**src/rtl/pipe_pkg.sv**
```systemverilog
// rtl/pipe_pkg.sv - shared types and helpers for the elastic pipeline register
//
// Contents:
//   pipe_state_t   occupancy state of a skid-buffered stage (EMPTY, ONE, FULL)
//   occ_count()    entry count from the main/skid valid flags
package pipe_pkg;

    typedef enum logic [1:0] {
        EMPTY = 2'd0,
        ONE   = 2'd1,
        FULL  = 2'd2
    } pipe_state_t;

    function automatic logic [1:0] occ_count(input logic m_valid, input logic s_valid);
        return {1'b0, m_valid} + {1'b0, s_valid};
    endfunction

endpackage

```
**src/rtl/pipe_stage_reg_if.sv**
```systemverilog
// rtl/pipe_stage_reg_if.sv - handshake, control and status bundle of one pipeline stage boundary
//
// Signals:
//   in_valid/in_ready/in_data     upstream payload handshake
//   out_valid/out_ready/out_data  downstream payload handshake
//   flush                         synchronous squash of stored and incoming payload
//   occupancy                     number of stored entries (0..2)
//   stall_cnt/stall_clr           saturating stall-cycle counter and its clear
// Modports:
//   master  the environment around the stage (drives inputs, observes outputs)
//   slave   the pipeline register itself
interface pipe_stage_reg_if #(
    parameter int WIDTH = 32,
    parameter int CNT_W = 16
);
    logic             in_valid;
    logic             in_ready;
    logic [WIDTH-1:0] in_data;
    logic             out_valid;
    logic             out_ready;
    logic [WIDTH-1:0] out_data;
    logic             flush;
    logic [1:0]       occupancy;
    logic [CNT_W-1:0] stall_cnt;
    logic             stall_clr;

    modport master (
        output in_valid, in_data, out_ready, flush, stall_clr,
        input  in_ready, out_valid, out_data, occupancy, stall_cnt
    );

    modport slave (
        input  in_valid, in_data, out_ready, flush, stall_clr,
        output in_ready, out_valid, out_data, occupancy, stall_cnt
    );
endinterface

```
**src/rtl/sat_counter.sv**
```systemverilog
// rtl/sat_counter.sv - saturating event counter with synchronous clear
//
// Ports:
//   CLK    clock, rising edge
//   nRST   asynchronous active-low reset, clears count
//   inc    count one event this cycle
//   clr    clear count; wins over inc
//   count  current value, holds at all-ones
module sat_counter #(
    parameter int CNT_W = 16
) (
    input  logic             CLK,
    input  logic             nRST,
    input  logic             inc,
    input  logic             clr,
    output logic [CNT_W-1:0] count
);

    always_ff @(posedge CLK or negedge nRST) begin
        if (!nRST) begin
            count <= '0;
        end else if (clr) begin
            count <= '0;
        end else if (inc && (count != {CNT_W{1'b1}})) begin
            count <= count + 1'b1;
        end
    end

endmodule

```
**src/rtl/pipe_stage_reg.sv**
```systemverilog
// rtl/pipe_stage_reg.sv - elastic pipeline register with optional skid entry, flush and stall counter
//
// Parameters:
//   WIDTH          payload width
//   SKID           1: main + skid entry, in_ready from registers; 0: single entry, combinational in_ready
//   ZERO_ON_FLUSH  1: flush also zeroes stored payload; 0: only valid flags are cleared
//   CNT_W          stall counter width
// Ports:
//   CLK    clock, rising edge
//   nRST   asynchronous active-low reset
//   bus    pipe_stage_reg_if slave: handshakes, flush, occupancy, stall counter
module pipe_stage_reg
    import pipe_pkg::*;
#(
    parameter int WIDTH         = 32,
    parameter int SKID          = 1,
    parameter int ZERO_ON_FLUSH = 1,
    parameter int CNT_W         = 16
) (
    input  logic             CLK,
    input  logic             nRST,
    pipe_stage_reg_if.slave  bus
);

    logic             accept;
    logic             drain;
    logic             m_valid;
    logic             s_valid;
    logic             in_ready_w;
    logic [WIDTH-1:0] m_data;
    logic [CNT_W-1:0] stall_q;

    assign accept = bus.in_valid & in_ready_w;
    assign drain  = m_valid & bus.out_ready;

    generate
        if (SKID != 0) begin : g_skid
            pipe_state_t      state;
            logic [WIDTH-1:0] s_data;

            // The skid entry only fills when M is held, so M is always the oldest entry.
            always_ff @(posedge CLK or negedge nRST) begin
                if (!nRST) begin
                    state  <= EMPTY;
                    m_data <= '0;
                    s_data <= '0;
                end else if (bus.flush) begin
                    state <= EMPTY;
                    if (ZERO_ON_FLUSH != 0) begin
                        m_data <= '0;
                        s_data <= '0;
                    end
                end else begin
                    case (state)
                        EMPTY: begin
                            if (accept) begin
                                m_data <= bus.in_data;
                                state  <= ONE;
                            end
                        end
                        ONE: begin
                            if (accept && drain) begin
                                m_data <= bus.in_data;
                            end else if (drain) begin
                                state <= EMPTY;
                            end else if (accept) begin
                                s_data <= bus.in_data;
                                state  <= FULL;
                            end
                        end
                        FULL: begin
                            if (drain) begin
                                m_data <= s_data;
                                state  <= ONE;
                            end
                        end
                        default: begin
                            state <= EMPTY;
                        end
                    endcase
                end
            end

            assign m_valid    = (state != EMPTY);
            assign s_valid    = (state == FULL);
            // Ready comes straight from the state register: no path from out_ready.
            assign in_ready_w = (state != FULL);
        end else begin : g_single
            logic m_valid_q;

            always_ff @(posedge CLK or negedge nRST) begin
                if (!nRST) begin
                    m_valid_q <= 1'b0;
                    m_data    <= '0;
                end else if (bus.flush) begin
                    m_valid_q <= 1'b0;
                    if (ZERO_ON_FLUSH != 0) begin
                        m_data <= '0;
                    end
                end else if (accept) begin
                    m_valid_q <= 1'b1;
                    m_data    <= bus.in_data;
                end else if (drain) begin
                    m_valid_q <= 1'b0;
                end
            end

            assign m_valid    = m_valid_q;
            assign s_valid    = 1'b0;
            // Accept while the held entry leaves this same cycle, so streaming has no bubble.
            assign in_ready_w = ~m_valid_q | bus.out_ready;
        end
    endgenerate

    sat_counter #(
        .CNT_W (CNT_W)
    ) u_stall_cnt (
        .CLK   (CLK),
        .nRST  (nRST),
        .inc   (m_valid & ~bus.out_ready),
        .clr   (bus.stall_clr),
        .count (stall_q)
    );

    assign bus.in_ready  = in_ready_w;
    assign bus.out_valid = m_valid;
    assign bus.out_data  = m_data;
    assign bus.occupancy = occ_count(m_valid, s_valid);
    assign bus.stall_cnt = stall_q;

endmodule

```
**src/flat_wrapper.sv**
```systemverilog
// flat-port wrapper written by rule: the top's interface ports become plain ports
module pipe_stage_reg_flat import pipe_pkg::*;
#(
    parameter int WIDTH         = 32,
    parameter int SKID          = 1,
    parameter int ZERO_ON_FLUSH = 1,
    parameter int CNT_W         = 16
)
  (CLK, nRST, bus_in_valid, bus_in_data, bus_out_ready, bus_flush, bus_stall_clr, bus_in_ready, bus_out_valid, bus_out_data, bus_occupancy, bus_stall_cnt);
  pipe_stage_reg_if #(.WIDTH(WIDTH), .CNT_W(CNT_W)) bus_i ();
  input  logic CLK;
  input  logic nRST;
  input wire logic [$bits(bus_i.in_valid)-1:0] bus_in_valid;
  input wire logic [$bits(bus_i.in_data)-1:0] bus_in_data;
  input wire logic [$bits(bus_i.out_ready)-1:0] bus_out_ready;
  input wire logic [$bits(bus_i.flush)-1:0] bus_flush;
  input wire logic [$bits(bus_i.stall_clr)-1:0] bus_stall_clr;
  output wire logic [$bits(bus_i.in_ready)-1:0] bus_in_ready;
  output wire logic [$bits(bus_i.out_valid)-1:0] bus_out_valid;
  output wire logic [$bits(bus_i.out_data)-1:0] bus_out_data;
  output wire logic [$bits(bus_i.occupancy)-1:0] bus_occupancy;
  output wire logic [$bits(bus_i.stall_cnt)-1:0] bus_stall_cnt;
  assign bus_i.in_valid = bus_in_valid;
  assign bus_i.in_data = bus_in_data;
  assign bus_i.out_ready = bus_out_ready;
  assign bus_i.flush = bus_flush;
  assign bus_i.stall_clr = bus_stall_clr;
  assign bus_in_ready = bus_i.in_ready;
  assign bus_out_valid = bus_i.out_valid;
  assign bus_out_data = bus_i.out_data;
  assign bus_occupancy = bus_i.occupancy;
  assign bus_stall_cnt = bus_i.stall_cnt;
  pipe_stage_reg #(.WIDTH(WIDTH), .SKID(SKID), .ZERO_ON_FLUSH(ZERO_ON_FLUSH), .CNT_W(CNT_W)) u_core (.CLK(CLK), .nRST(nRST), .bus(bus_i));
endmodule
```
**config.mk**
```make
export PLATFORM = sky130hd
export DESIGN_NAME = pipe_stage_reg_flat
export DESIGN_NICKNAME = d
export VERILOG_FILES = /design/src/rtl/pipe_pkg.sv /design/src/rtl/pipe_stage_reg_if.sv /design/src/rtl/sat_counter.sv /design/src/rtl/pipe_stage_reg.sv /design/src/flat_wrapper.sv
export SDC_FILE = /design/constraint.sdc
export NUM_CORES = 1
export LEC_CHECK = 0
export ABC_AREA = 1
export BUFFER_PORTS_ARGS = -buffer_cell sky130_fd_sc_hd__buf_2
export CAP_MARGIN = 20
export CORE_MARGIN = 2
export CORE_UTILIZATION = 45
export CTS_BUF_LIST = sky130_fd_sc_hd__clkbuf_8 sky130_fd_sc_hd__clkbuf_16
export DETAILED_ROUTE_END_ITERATION = 8
export GPL_TIMING_DRIVEN = 0
export MAX_ROUTING_LAYER = met4
export PLACE_DENSITY = 0.68
export RECOVER_POWER = 50
export SETUP_SLACK_MARGIN = 0.05
export SLEW_MARGIN = 10
export SYNTH_ARGS = -nofsm -noshare
export SYNTH_HDL_FRONTEND = slang
export SYNTH_SLANG_ARGS = --single-unit
```
**constraint.sdc**
```tcl
create_clock -name CLK -period 2.1 [get_ports CLK]
set_input_delay 0.42 -clock CLK [delete_from_list [all_inputs] [get_ports CLK]]
set_output_delay 0.42 -clock CLK [all_outputs]
set_load 0.02 [all_outputs]
```
## Yosys cells after proc, flatten, opt, wreduce, memory -nomap -nowiden

Index checks and enable logic that the tools add are counted.

- $add $sub $neg: 2
- Equality and inequality tests: 11
- Muxes and demuxes: 18
- Bitwise gates (word level): 4
- Reduce and logical (&&, ||, !) cells: 11

Operator list:

| kind | count |
|---|---|
| 32-bit two-way mux | 8 |
| 32-bit case mux with 3 select lines | 1 |
| 16-bit two-way mux | 2 |
| 16-bit by 1-bit adder with 16-bit output, second input constant | 1 |
| 16-bit inequality test, second input constant | 1 |
| 2-bit two-way mux | 6 |
| 4-bit AND reduction | 3 |
| 3-bit by 2-bit inequality test with 1-bit output, second input constant | 3 |
| 2-bit nonzero test | 4 |
| 2-bit inequality test, second input constant | 3 |
| 2-bit case mux with 3 select lines | 1 |
| 4-bit by 2-bit inequality test with 1-bit output, second input constant | 1 |
| 4-bit nonzero test | 1 |
| 1-bit bitwise AND | 3 |
| 3-bit inequality test, second input constant | 1 |
| 1-bit by 1-bit adder with 2-bit output | 1 |
| 2-bit by 1-bit == test with 1-bit output, second input constant | 1 |
| 2-bit == test, second input constant | 1 |
| 1-bit logical AND | 2 |
| 2-bit logical NOT | 1 |
| 1-bit NOT | 1 |

- Flip-flop bits (word level): 82
- Bits of input ports: 38
- Output and inout port bits: 52
- Logic and storage cells: 50

## Longest topological paths before layout

Gate-level depths: netlist of run 1.

- Word-level depth: 7
- Depth in mapped cells: 11
- Depth with buffers taken out: 9

## By module

Synthesis of run 1 repeated with hierarchy kept, for this count alone.

- Cell total of the unflattened synthesis: 609
- Area, all modules: 4401.7 sq um

By module, submodules not included:

| module | instances | cells each | area each (sq um) | sequential area each (sq um) |
|---|---|---|---|---|
| pipe_stage_reg | 1 | 465 | 3364.5 | 1651.6 |
| sat_counter | 1 | 144 | 1037.2 | 400.4 |

## Least setup slack after synthesis of run 1

Ideal clock, no wire load.

- Kind: reg2reg
- Start: reg u_core.g_skid.state[0]
- End: reg u_core.m_data[0] (netlist: u_core.bus.out_data[0])
- Library setup time: 0.117 ns
- Arrival time: 1.829 ns
- Data required time: 1.983 ns
- Path slack: 0.154 ns
- Stages on the path, launching flop included: 11
- Path buffers: 2
- Period minus slack after synthesis: 1.946 ns
- Cell sequence: dfrtp_1 inv_2 nand2_1 buf_1 ha_1 inv_1 nand2_1 nand3_1 buf_1 nand3_1 nand2_1

- Longest elaborated chain between the ends: 5
- Elaborated cells between the ends (all ways): 15
- Those cells by class: eq/ne: 6; mux: 2; bitwise: 2; reduce/logical: 5

RTL lines:

| element | RTL line | text |
|---|---|---|
| start, declared | pipe_stage_reg.sv:38 | `pipe_state_t state;` |
| start signal, assigned | pipe_stage_reg.sv:44 | `state <= EMPTY;` |
| start signal, assigned | pipe_stage_reg.sv:48 | `state <= EMPTY;` |
| start signal, assigned | pipe_stage_reg.sv:58 | `state <= ONE;` |
| 2-bit inequality test * | pipe_stage_reg.sv:87 | `assign in_ready_w = (state != FULL);` |
| via bus_in_ready | flat_wrapper.sv:18 | `output wire logic [$bits(bus_i.in_ready)-1:0] bus_in_ready;` |
| 1-bit bitwise AND * | pipe_stage_reg.sv:33 | `assign accept = bus.in_valid & in_ready_w;` |
| 1-bit logical AND | pipe_stage_reg.sv:62 | `if (accept && drain) begin` |
| 3-bit by 2-bit inequality test with 1-bit output (no source line) | n/a |  |
| 4-bit AND reduction (no source line) * | n/a |  |
| end signal, assigned | pipe_stage_reg.sv:57 | `m_data <= bus.in_data;` |
| end signal, assigned | pipe_stage_reg.sv:63 | `m_data <= bus.in_data;` |
| end signal, assigned | pipe_stage_reg.sv:73 | `m_data <= s_data;` |
| end, declared | pipe_stage_reg.sv:30 | `logic [WIDTH-1:0] m_data;` |

Mark *: on every way through the listed nets, which the timed path passes. The rest lies on a longest branch.
A chain may end at the register's enable or synchronous reset.

## Worst setup path after layout of run 1

- Start: reg u_core.g_skid.state[0]
- End: out bus_occupancy[0]

- Longest elaborated chain between the ends: 2
- Elaborated cells between the ends (all ways): 3
- Those cells by class: add/sub: 1; eq/ne: 1; reduce/logical: 1

RTL lines:

| element | RTL line | text |
|---|---|---|
| 2-bit == test or 2-bit nonzero test (tied branches) | pipe_stage_reg.sv:85, pipe_stage_reg.sv:84 |  |
| 1-bit by 1-bit adder with 2-bit output * | pipe_pkg.sv:15 | `return {1'b0, m_valid} + {1'b0, s_valid};` |
| end, declared | flat_wrapper.sv:21 | `output wire logic [$bits(bus_i.occupancy)-1:0] bus_occupancy;` |

Every way passes the cells marked *; elsewhere a longest branch is shown, timed or not.

==> metrics, run 1 <==
global-route wire length before repair=roughly 18000 µm; Sum Neg Setup Slack=0 ns; main combinational cell family by area after synthesis=simple AND/OR/NAND/NOR gates; die area=between 0.009 and 0.01 mm²; # DRC=0; largest net degree at the start of global routing=49; Clock power frac=32.5%; top-count cell post-synth=nand2_1; post-synthesis xor/xnor area fraction=1.06%; Final setup violation count=0; TritonCTS clock tree=done; CTS max path bufs=2; Synth area leader=dfrtp_1; Startpoint Class=flop; setup ws final=between 0.09 and 0.1 ns; worst slew pin tran=roughly 0.94 ns; Synth top area share=between 40 and 50%; HP Class=primary input to asynchronous set/reset pin; Num CTS Buffers=9; Compound-Gate Fraction of Synth Area=between 8 and 9%; worst vdd ir=about 0.00040 V; Yosys warning count=0; drt first-iter violations=approximately 240; Psw=approximately 0.0013 W; port bufs=between 80 and 90; gr usage total=between 20% and 30%; Synth Flop Type=dfrtp_1; placed cells=just over 700; syn_area_per_cell=approximately 7.8 µm²; slew margin rel.=37.5%; row cnt=34; Die X=99.7 µm; clk sink count=about 80; number of enable flip-flop cells after synthesis=0; grt ovf=0; Root Driver=clkbuf_8; Max Clock Freq=500 MHz; ANT nets after route=0; unrepaired setup endpoints after global routing=no; Post-synth top cells=nand2_1 (131), nand3_1 (113), dfrtp_1 (82); Starting Density=46.8%; core area=0.00881 mm²; Synth cell types=26; status=completed; share of cells above drive strength 1=roughly 18%; Vias=around 3900; Tmin final=around 2.0 ns; CP Capture Type=output pin; Max Cap Viol=0; Logic pwr share=between 20% and 30%; Clock Skew=0.00613 ns; drt first pass iters=5; power per standard cell area=around 820 mW/mm²; Sw Ratio=32.6%; diode count=0; Final Hold Fails=0; critical path arrival=approximately 1.6 ns; simple logic cell fraction of the synthesized area=about a third; LEAKAGE=roughly 2.5 nW; clk_lat worst skew=0.36 ns; detailed-route wire length=between 10000 and 15000 µm; Synth async-reset ratio=100%; critical path type=flop to output pin; nets=roughly 670; Synthesized Nets=about 570; H-tree levels=3; worst slack at placement=-0.200 ns; Area growth syn-to-layout=20.4%; synthesis-stage register bit count=82; Crit Path Max Fanout=11; Post-Syn Instances=around 530; Post-Synth Adder-Cell Area=less than 1%; sequential fraction of the synthesis area=about 50%; drt via density=approximately 5.2; largest cells by area after synthesis=dfrtp_1 (50%), nand3_1 (14%), nand2_1 (12%); vias in the first global route=3730; Hold Buf Count CTS=0; crit share post-route=between 90% and 100%; clk slew on worst S/H paths=0.08 ns; Cell Area, Synth=about 0.004 mm²; sequential power share=between 40 and 50%; Ports=90; fin cells=about 740; WP data required=1.68 ns; initial antenna violation count=0; Final Max Slew Viols=0; routed len/inst=approximately 14 µm; Finished Core Util=about 56%; Die H=99.7 µm; HPWL after detailed placement=7560 µm; Final GP Congestion=0.885; Int Power=about 0.0027 W; multiplexer area fraction after synthesis=0%
[logic make-up after synthesis]
logic type / count (synthesis)
adder cells (fa/ha/maj): 2
AO/OA/AOI/OAI: 69
flip-flops: 82
AND/OR/NAND/NOR: 286
XOR/XNOR: 5
buffers and inverters: 84
[placed cells by master (no fill, tap or decap), types with 4 or more instances in the layout]
cell type / instances
buf_2: 68
buf_4: 6
clkbuf_1: 40
clkbuf_2: 4
clkbuf_8: 10
dfrtp_1: 82
inv_1: 49
inv_2: 4
nand2_1: 130
nand3_1: 113
nand4_1: 12
nor2_1: 17
o21ai_0: 34
o21ai_1: 30
xor2_1: 5
[sequential cells by signal (all words and copies together), names as in the netlist]
name,flops
u_core.g_skid.s_data,32
u_core.g_skid.state,2
u_core.bus.out_data,32
u_core.u_stall_cnt.count,16
[metrics by stage]
stage	power, W	hold WS (ns)	area [µm²]
after floorplan	0.00242	0.124	4120
after global placement	0.00275	0.452	4700
after detailed placement	0.00277	0.411	4730
after CTS	0.00410	0.0138	4970
after global routing	0.00427	0.262	4960
final	0.00406	0.178	4960
[metal layers]
metal  up-vias  track usage, %  routed length, µm
met1      1815            32.7               5120
li1       1938               -                  -
met3        17            3.51                518
met5         -               -                  0
met4         0            10.0                218
met2       108            33.6               4780
[path summary, 6_finish.rpt]
path                                         start                     endpoint  slack, ns  cells past startpoint
max reg2reg                 u_core.g_skid.state[0]      u_core.bus.out_data[24]       0.22                     11
max in group asynchronous                     nRST      u_core.bus.out_data[16]       1.18                      2
max                         u_core.g_skid.state[0]             bus_occupancy[0]        0.1                      6
min in group CLK                   bus_in_data[18]     u_core.g_skid.s_data[18]       0.31                      3
min reg2reg                u_core.bus.out_data[11]      u_core.bus.out_data[11]       0.48                      2
min                                           nRST  u_core.u_stall_cnt.count[0]       0.18                      1
[critical path, cell delays in order (launching register included)]
cell and delay (ns):
dfrtp_1 0.40, inv_2 0.10, nand2_4 0.08, buf_8 0.15, ha_1 0.28, inv_1 0.07, buf_4 0.14
[power by group through the flow]
stage	Sequential (W)	Combinational (W)	Clock, W
2_1_floorplan	0.00200	0.000421	0
3_5_place_dp	0.00187	0.000906	0
6_report	0.00184	0.000899	0.00132
4_1_cts	0.00183	0.000920	0.00134
5_1_grt	0.00186	0.00101	0.00141
3_3_place_gp	0.00186	0.000884	0
[layout make-up]
class / count / area (µm²)
buffer: 31 / 159
clock buffer: 10 / 138
clock inverter: 6 / 88.8
fill: 821 / 3850
inverter: 53 / 199
multi-input combinational: 362 / 1730
sequential: 82 / 2050
tap: 108 / 135
timing repair buffer: 92 / 458
[timing repair]
action,4_1_cts,5_1_grt
setup buffers,1,1
gates resized for setup,4,7
endpoints found under the setup margin,34,28
endpoints found under the hold margin,0,0
Note: power is estimated with default switching activity, not from simulation.
==> run 2: changes to the inputs <==
==> constraint.sdc (replaced) <==
create_clock -name CLK -period 2.3 [get_ports CLK]
set_input_delay 0.46 -clock CLK [delete_from_list [all_inputs] [get_ports CLK]]
set_output_delay 0.46 -clock CLK [all_outputs]
set_load 0.02 [all_outputs]
==> metrics, run 2 (same netlist as run 1, synthesis figures left out) <==
status=completed; r2r startpoint=u_core.g_skid.state[0]; critical path arrival=about 1.7 ns; worst slack at placement=-0.000250 ns; fillcell total=slightly above 800; Logic pwr share=approximately 22%; setup ws final=between 0.15 and 0.2 ns; detailed-route wire length=10600 µm; Final setup violation count=0; Worst Setup SP=u_core.g_skid.state[0]; core area=roughly 0.009 mm²; nets=669; vias in the first global route=~3700; largest net degree at the start of global routing=around 50; Sum Neg Setup Slack=0 ns; WP data required=1.84 ns; drt via density=between 5 and 6; Final GP Congestion=~0.9; global-route wire length before repair=about 18000 µm; highest-count cells in the layout ignoring fill and taps=nand2_1 (130), nand3_1 (113), dfrtp_1 (82); Max Cap Viol=0; Max Clock Freq=between 400 and 500 MHz; sequential power share=between 40 and 50%; Placed Area=about 0.0047 mm²; Num CTS Buffers=9; initial antenna violation count=0; multi-input logic area=0.00173 mm²; slew margin rel.=a little under two fifths; Area growth syn-to-layout=19.8%; die area=between 0.009 and 0.01 mm²; CP Capture Type=output pin; H-tree levels=3; TritonCTS clock tree=done; # DRC=0; Final Hold Fails=0; Clock power frac=between 30% and 40%; drt first pass iters=5; Hold Buf Count CTS=0; LEAKAGE=between 2 and 3 nW; port bufs=just under 90; row cnt=34; clk_lat worst skew=about 0.37 ns; gr usage total=23.2%; Die H=between 90 and 100 µm; Tmin final=between 2 and 2.5 ns; Final Max Slew Viols=0; Clock Skew=0.00609 ns; Psw=roughly 0.0012 W; Ports=90; CTS max path bufs=2; clk sink count=82; Root Driver=clkbuf_8; critical path type=flop to output pin; Starting Density=about 47%; Int Power=roughly 0.0025 W; diode count=0; grt ovf=0; Vias=3864; HP Class=primary input to asynchronous set/reset pin; HPWL after detailed placement=7560 µm; worst vdd ir=0.000367 V; ANT nets after route=0; Sw Ratio=about 33%; power per standard cell area=roughly 750 mW/mm²; unrepaired setup endpoints after global routing=no; Die X=around 100 µm; Crit Path Max Fanout=11; register area=slightly above 0.002 mm²; most common cell after layout, fill and taps aside=nand2_1; share of cells above drive strength 1=about 17%; Finished Cell Area=0.00493 mm²; drt first-iter violations=265; clk slew on worst S/H paths=0.08 ns; routed len/inst=between 10 and 15 µm; worst slew pin tran=0.939 ns; Startpoint Class=flop; crit share post-route=~93%
-- run 2: final timing paths --
path	end	slack (ns)	cells after the start
min in group CLK	u_core.g_skid.s_data[18]	0.35	3
worst max register to register	u_core.bus.out_data[31]	0.29	10
worst max-delay path	bus_occupancy[0]	0.16	6
max in group asynchronous	u_core.bus.out_data[16]	1.35	2
worst min register to register	u_core.bus.out_data[23]	0.48	2
worst min-delay path	u_core.u_stall_cnt.count[0]	0.22	1
-- run 2: power by group through the flow --
stage          sequential [W]  clock, W  combinational [W]
6_report              0.00168   0.00121           0.000801
5_1_grt               0.00170   0.00128           0.000900
4_1_cts               0.00168   0.00123           0.000831
3_5_place_dp          0.00170         0           0.000827
3_3_place_gp          0.00170         0           0.000807
2_1_floorplan         0.00183         0           0.000385
-- run 2: cell type report --
| type | instances | share of cell area [%] |
|---|---|---|
| clock buffers | 10 | 2.79 |
| inverters | 53 | 4.03 |
| clock inverters | 6 | 1.80 |
| flip-flops and latches | 82 | 41.6 |
| multi-input cells | 362 | 35.0 |
| plain buffers | 31 | 3.12 |
| repair buffers | 90 | 8.93 |
| well taps | 108 | 2.74 |
-- run 2: stage by stage --
step	hold slack, ns	power, W	util, %	instances
2_1_floorplan	0.164	0.00221	-	528
3_3_place_gp	0.452	0.00251	53.4	725
3_5_place_dp	0.451	0.00253	53.7	726
4_1_cts	0.0538	0.00373	56.3	742
5_1_grt	0.302	0.00389	56.0	742
6_report	0.217	0.00369	56.0	742
-- run 2: routing by layer --
layer | GRT usage, % | vias up | wire length, µm
li1 | - | 1937 | -
met1 | 32.6 | 1793 | 5030
met2 | 33.6 | 115 | 4780
met3 | 3.51 | 19 | 546
met4 | 10.0 | 0 | 222
met5 | - | - | 0
-- run 2: worst max-delay path, cell delays in order, from the launching register on --
cell	delay, ns
dfrtp_1	0.43
inv_2	0.10
nand2_2	0.10
buf_6	0.17
ha_1	0.29
inv_1	0.07
buf_2	0.16
-- run 2: what timing repair did --
action                     4_1_cts  5_1_grt
setup buffers                    0        0
gates resized for setup          2        5
setup endpoints to repair       31       23
==> run 3: changes to the inputs <==
--- a/config.mk
+++ b/config.mk
@@ -11,9 +11,9 @@
 export CORE_MARGIN = 2
 export CORE_UTILIZATION = 45
 export CTS_BUF_LIST = sky130_fd_sc_hd__clkbuf_8 sky130_fd_sc_hd__clkbuf_16
+export CTS_CLUSTER_SIZE = 12
 export DETAILED_ROUTE_END_ITERATION = 8
 export GPL_TIMING_DRIVEN = 0
-export MAX_ROUTING_LAYER = met4
 export PLACE_DENSITY = 0.68
 export RECOVER_POWER = 50
 export SETUP_SLACK_MARGIN = 0.05
==> metrics, run 3 (same netlist as run 1, synthesis figures left out) <==
multi-input logic area=around 0.0017 mm²; Num CTS Buffers=9; grt ovf=0; Root Driver=clkbuf_8; crit share post-route=a little over 90%; Hold Buf Count CTS=0; WP data required=1.84 ns; Die X=around 100 µm; die area=a little under 0.01 mm²; share of cells above drive strength 1=about 17%; Final Hold Fails=0; drt via density=approximately 5.2; Area growth syn-to-layout=19.8%; global-route wire length before repair=roughly 18000 µm; initial antenna violation count=0; clk_lat worst skew=roughly 0.37 ns; clk sink count=82; vias in the first global route=3715; port bufs=89; routed len/inst=roughly 14 µm; HPWL after detailed placement=approximately 7600 µm; row cnt=34; HP Class=primary input to asynchronous set/reset pin; Final Max Slew Viols=0; detailed-route wire length=around 11000 µm; nets=about 670; CTS max path bufs=2; fin cells=742; LEAKAGE=2.50 nW; slew margin rel.=between 30 and 40%; unrepaired setup endpoints after global routing=no; drt first-iter violations=~230; gr usage total=a little under a quarter; sequence of cells on the critical path=inv_2 > nand2_2 > buf_6 > ha_1 > inv_1 > buf_2; Vias=slightly below 4000; worst slew pin tran=approximately 0.94 ns; Starting Density=between 40% and 50%; Max Clock Freq=approximately 470 MHz; Die H=~100 µm; crit-path leading delay family=buffers and inverters; clk slew on worst S/H paths=roughly 0.080 ns; ANT nets after route=0; DR WL met2=about 4800 µm; core area=roughly 0.0088 mm²; Tmin final=between 2 and 2.5 ns; drt first pass iters=5; Clock Skew=around 0.0054 ns; Finished Core Util=56.0%; power per standard cell area=roughly 750 mW/mm²; critical path arrival=1.68 ns; Final GP Congestion=approximately 0.87; Worst Path Buf+Inv=4; setup bufs post-CTS=0; Final setup violation count=0; TritonCTS clock tree=done; largest net degree at the start of global routing=between 40 and 50; met3 wire len=506 µm; Slowest cell on crit path=dfrtp_1; worst vdd ir=between 0.0003 and 0.0004 V; diode count=0; status=completed; H-tree levels=3; most common cell after layout, fill and taps aside=nand2_1; # DRC=0; Max Cap Viol=0; register area=roughly 0.0021 mm²; top layer in use=met4; critical path type=flop to output pin; Startpoint Class=flop; crit-path max cell delay=roughly 0.43 ns; Crit Path Max Fanout=11; highest-count cells in the layout ignoring fill and taps=nand2_1 (130), nand3_1 (113), dfrtp_1 (82); met1 wire length=between 5000 and 6000 µm; fillcell total=824; CP Capture Type=output pin; Ports=90; placed cells=approximately 730
==> run 3: cell counts in the layout (fill, tap and decap cells not counted) <==
No cell type changed its count.
==> run 3: worst paths after layout <==
kind | startpoint | slack (ns) | to | cells after the start
worst max-delay path | u_core.g_skid.state[0] | 0.16 | bus_occupancy[0] | 6
worst min-delay path | nRST | 0.22 | u_core.u_stall_cnt.count[0] | 1
worst max register to register | u_core.g_skid.state[0] | 0.29 | u_core.bus.out_data[31] | 10
worst min register to register | u_core.bus.out_data[23] | 0.48 | u_core.bus.out_data[23] | 2
max in group asynchronous | nRST | 1.35 | u_core.g_skid.s_data[6] | 2
min in group CLK | bus_in_data[8] | 0.35 | u_core.g_skid.s_data[8] | 3
==> run 3: per-stage QoR <==
step	setup WS [ns]	total power (W)	area [µm²]	setup TNS (ns)	hold slack [ns]
floorplan	0.354	0.00221	4120	0	0.164
global placement	-0.0255	0.00251	4700	-0.243	0.452
detailed placement	-0.000250	0.00253	4730	-0.000250	0.451
CTS	0.0622	0.00373	4960	0	0.0538
global route	0.0954	0.00389	4930	0	0.299
finish	0.164	0.00369	4930	0	0.218
==> run 3: layer usage <==
metal	vias to the layer above	GRT usage, %
li1	1935	-
met3	20	4.43
met1	1817	32.4
met4	0	9.06
met5	-	0
met2	102	33.6
==> run 3: final cells by class <==
cell class                      count  area share [%]
Clock buffer                       10            2.79
Inverter                           53            4.03
Sequential cell                    82            41.6
Multi-Input combinational cell    362            35.0
Tap cell                          108            2.74
Buffer                             31            3.12
Timing Repair Buffer               90            8.93
Clock inverter                      6            1.80
==> run 3: worst register-to-register path, cell delays in order (launching register included) <==
cell	delay, ns
dfrtp_1	0.43
inv_2	0.10
nand2_2	0.10
buf_6	0.17
ha_1	0.19
inv_1	0.08
nand2_1	0.06
nand3_1	0.23
buf_1	0.37
nand3_1	0.13
nand2_1	0.09
==> run 3: power breakdown <==
group          total (W)  switching (W)  internal [W]
combinational   0.000800       0.000560      0.000240
sequential       0.00168      0.0000790       0.00160
clock            0.00121       0.000569      0.000643
==> run 3: repair_timing <==
action	4_1_cts	5_1_grt
setup endpoints to repair	31	23
resized for setup	2	5
hold endpoints to repair	0	0
